==> config.mk <==
export PLATFORM = sky130hd
export DESIGN_NAME = seq_mult8
export DESIGN_NICKNAME = d
export VERILOG_FILES = /design/src/rtl/seq_mult8.sv
export SDC_FILE = /design/constraint.sdc
export NUM_CORES = 1
export LEC_CHECK = 0
export BUFFER_PORTS_ARGS = -buffer_cell sky130_fd_sc_hd__buf_2
export CAP_MARGIN = 10
export CORE_AREA = 2 2 74 76
export DETAILED_ROUTE_END_ITERATION = 7
export DIE_AREA = 0 0 76 78
export SLEW_MARGIN = 30
export SYNTH_ARGS = -nofsm -noshare
export SYNTH_HDL_FRONTEND = slang
export SYNTH_SLANG_ARGS = --single-unit
==> constraint.sdc <==
create_clock -name clk -period 3.4 [get_ports clk]
set_input_delay 0.51 -clock clk [delete_from_list [all_inputs] [get_ports clk]]
set_output_delay 0.51 -clock clk [all_outputs]
set_load 0.1 [all_outputs]
==> src/rtl/seq_mult8.sv <==
// Iterative 8x8 unsigned shift-add multiplier controller driving an external
// 8-bit adder stage; one add/shift step per clock, 16-bit product after 8 steps.
module seq_mult8 (
    input  logic        clk,
    input  logic        rst_n,
    input  logic        start,
    input  logic [7:0]  a,
    input  logic [7:0]  b,
    output logic        busy,
    output logic        done,
    output logic [15:0] product,
    output logic [7:0]  add_x,
    output logic [7:0]  add_y,
    output logic        add_cin,
    input  logic [7:0]  add_s,
    input  logic        add_c
);

    typedef enum logic [1:0] {
        S_IDLE,
        S_RUN,
        S_DONE
    } state_t;

    state_t      state_q, state_d;
    logic [7:0]  acc_q, acc_d;
    logic [7:0]  mq_q, mq_d;
    logic [7:0]  mcand_q, mcand_d;
    logic [3:0]  cnt_q, cnt_d;
    logic [15:0] product_q, product_d;
    logic [15:0] step;

    // Carry-out becomes the new MSB so the 9-bit step sum is never truncated.
    assign step = {add_c, add_s, mq_q[7:1]};

    assign add_x   = acc_q;
    assign add_y   = mq_q[0] ? mcand_q : '0;
    assign add_cin = 1'b0;

    assign busy    = (state_q != S_IDLE);
    assign done    = (state_q == S_DONE);
    assign product = product_q;

    always_comb begin
        state_d   = state_q;
        acc_d     = acc_q;
        mq_d      = mq_q;
        mcand_d   = mcand_q;
        cnt_d     = cnt_q;
        product_d = product_q;
        case (state_q)
            S_IDLE: begin
                if (start) begin
                    mcand_d = a;
                    mq_d    = b;
                    acc_d   = '0;
                    cnt_d   = '0;
                    state_d = S_RUN;
                end
            end
            S_RUN: begin
                {acc_d, mq_d} = step;
                cnt_d         = cnt_q + 4'd1;
                if (cnt_q == 4'd7) begin
                    product_d = step;
                    state_d   = S_DONE;
                end
            end
            S_DONE: begin
                state_d = S_IDLE;
            end
            default: begin
                state_d = S_IDLE;
            end
        endcase
    end

    always_ff @(posedge clk or negedge rst_n) begin
        if (!rst_n) begin
            state_q   <= S_IDLE;
            acc_q     <= '0;
            mq_q      <= '0;
            mcand_q   <= '0;
            cnt_q     <= '0;
            product_q <= '0;
        end else begin
            state_q   <= state_d;
            acc_q     <= acc_d;
            mq_q      <= mq_d;
            mcand_q   <= mcand_d;
            cnt_q     <= cnt_d;
            product_q <= product_d;
        end
    end

endmodule

==> impl_metrics.yaml <==
status:
  status: "finished, final reports clean"
timing:
  fin_crit_ps: 1910
  rsz0062_at_grt: "no"
  tightest_slew_ps: 879.3
  hold_viol_final: 0
  timing.final.crit_share: 0.5617
  drv_slew: 0
  max_freq_ghz: 0.5236
  slew_headroom: 0.4138
  setup_viol: 0
  fin_worst_skew_ps: 3.810
  setup_tns_ps: 0
  setup_slack_ps: 1490
clock_network:
  cts_resized: 0
  cts_setup_buffers: 0
  cts_root_buf: "clkbuf_8"
  clk_pin_slew_ps: 80
  htree_levels: 2
  numCtsBuffers: 5
  ctsLongestPathBuffers: 2
  cts.sinks: 46
  clock_latency_ps: 290
  tritoncts: "done"
  hold_buffers: 0
setup_path:
  crit_path_top_delay_cell: "dfrtp_1"
  slowest_delay_ps: 460
  crit_buf_inv: 1
  end_kind: "output pin"
  crit_family: "flip-flops"
  critical_path_class: "reg -> out"
  critPathLaunchType: "flip-flop"
  worstPathArrival_ps: 1400
  crit_path_max_fanout: 6
  cp_cell_sequence: "and2b_1 > buf_2"
  cp_data_required_time_ps: 2890
global_route:
  grt_max_degree: 47
  antenna_found_initial: 0
  grt_pass1_wl_um: 7107
  grt-ovfl-total: 0
  grt_pass1_vias: 1478
  grtUsageTotal: 0.1518
hold_path:
  hold_path.class: "in -> async"
placement:
  io_buffers: 61
  place_ws_ps: 1518
  dpl.hpwl_um: 2825
  dp_cells: 299
  routabilityCongestion: 0.6939
  place_area_mm2: 0.002313
synthesis:
  yosys.area_share.simple: 0.2154
  synth_top_cell_area_share: 0.5864
  synth_compound_area_frac: 0.03187
  ys_seq_area_frac: 0.5864
  synth_xor_area_frac: 0.004461
  netlist_instances: 175
  synthMuxAreaShare: 0.1192
  synth_fa_ha_area_frac: 0.006373
  synth_top_family_by_area: "simple AND/OR/NAND/NOR gates"
  synth_area_per_cell_um2: 11.22
  ys_types: 29
  ys_warn_count: 0
  synth_area_mm2: 0.001963
  syn_nets: 204
  synth-seq-cells: 46
  synth_largest_area_cell: "dfrtp_1"
  yosys-top-cells-area: "dfrtp_1 59%, nand2_1 8.6%, mux2_4 6.9%"
floorplanning:
  initial_core_util: 0.3893
  die_x_um: 76
  die-area_mm2: 0.005928
  coreArea_mm2: 0.005042
  core.rowCount: 26
  die_y_um: 78
  pin_count: 63
drt:
  viasPerCell: 4.461
  dr_wl_met3_um: 227
  top_layer_used: "met4"
  firstDrtPassIters: 4
  drc: 0
  dr_wl_met2_um: 1859
  ant_nets: 0
  drt_iter0_markers: 89
  wl_met1_um: 2000
  wl_um: 4116
  wl_per_cell_um: 13.45
  vias: 1365
cells_and_area:
  layout.cells.non_filler: 306
  area_growth_pct: 21.73
  fillers: 489
  antennaDiodeCount: 0
  final_cell_area_mm2: 0.002390
  drive_gt1_frac: 0.3771
  nNetsFinal: 265
run:
  max-cap-violations: 0
==> state kept, by name, indices dropped and copies added, names as in the netlist <==
name / flops
mcand_q: 8
product: 16
cnt_q: 4
state_q: 2
add_x: 8
mq_q: 8
==> per-stage QoR <==
stage / hold WS, ps / util
detailed placement: 454.8 / 0.4588
CTS: 226.6 / 0.4739
finish: 218.2 / 0.4739
global placement: 452.2 / 0.4583
global route: 255.1 / 0.4739
floorplan: 214.4 / -
==> layer usage <==
layer,vias to the layer above,GRT usage
li1,700,-
met1,620,0.1946
met2,41,0.2464
met3,4,0.05116
met4,0,0.04364
met5,-,0
==> final timing paths <==
kind | startpoint | end | slack [ps] | cells past startpoint
max in group asynchronous | rst_n | mcand_q[3] | 2790 | 1
worst min register to register | mcand_q[4] | mcand_q[4] | 470 | 2
worst min-delay path | rst_n | product[3] | 220 | 1
worst max-delay path | state_q[0] | done | 1490 | 2
worst max register to register | state_q[1] | product[5] | 1540 | 4
min in group clk | a[7] | mcand_q[7] | 400 | 3
==> final cells by class <==
class	instances	area [um^2]	area share
tap	70	87.58	0.03665
timing repair buffer	64	330.3	0.1382
sequential	46	1151	0.4817
clock buffer	7	76.32	0.03194
multi-input combinational	119	744.5	0.3115
==> kinds of logic (layout without fill, tap and decap cells) <==
kind of cell	after synthesis	after routing
compound gates	10	10
xor+xnor	1	1
fa+ha+maj	1	1
buf+inv	10	71
flops	46	46
mux	18	18
other cells	1	1
simple gates	88	88
==> cells in the mapped netlist <==
master     n
dfrtp_1   46
nand2b_4   1
mux2_4     9
nor3b_2    1
nor3b_1    1
or3b_1     1
buf_8      1
clkbuf_1   1
nor3_1     8
nor2b_1    1
and2_1     8
nor3_4     1
buf_2      6
conb_1     1
buf_6      1
buf_4      1
mux2i_1    2
or2_2      1
nor2_1     9
o22ai_1    8
nand4_1    1
and2b_1    1
a21o_1     1
ha_1       1
nand2_1   45
nand3_1    9
o21ai_0    1
mux2_2     7
xnor2_1    1
==> worst reg2reg max path, cell delays in order, from the launching register on <==
cell	delay [ps]
dfrtp_1	440
nand2b_4	280
nor3_4	330
buf_4	330
mux2_2	370
==> cells in the final DEF (no fill, tap or decap), types with 2 or more instances in the layout <==
cell	count
buf_2	60
dfrtp_1	46
nand2_1	45
nor2_1	9
mux2_4	9
nand3_1	9
and2_1	8
o22ai_1	8
nor3_1	8
mux2_2	7
clkbuf_8	5
buf_4	4
mux2i_1	2
clkbuf_1	2
Power is left out: the tool's default activity adds up to more than one toggle a clock period on the data nets, which glitch-free logic cannot reach.
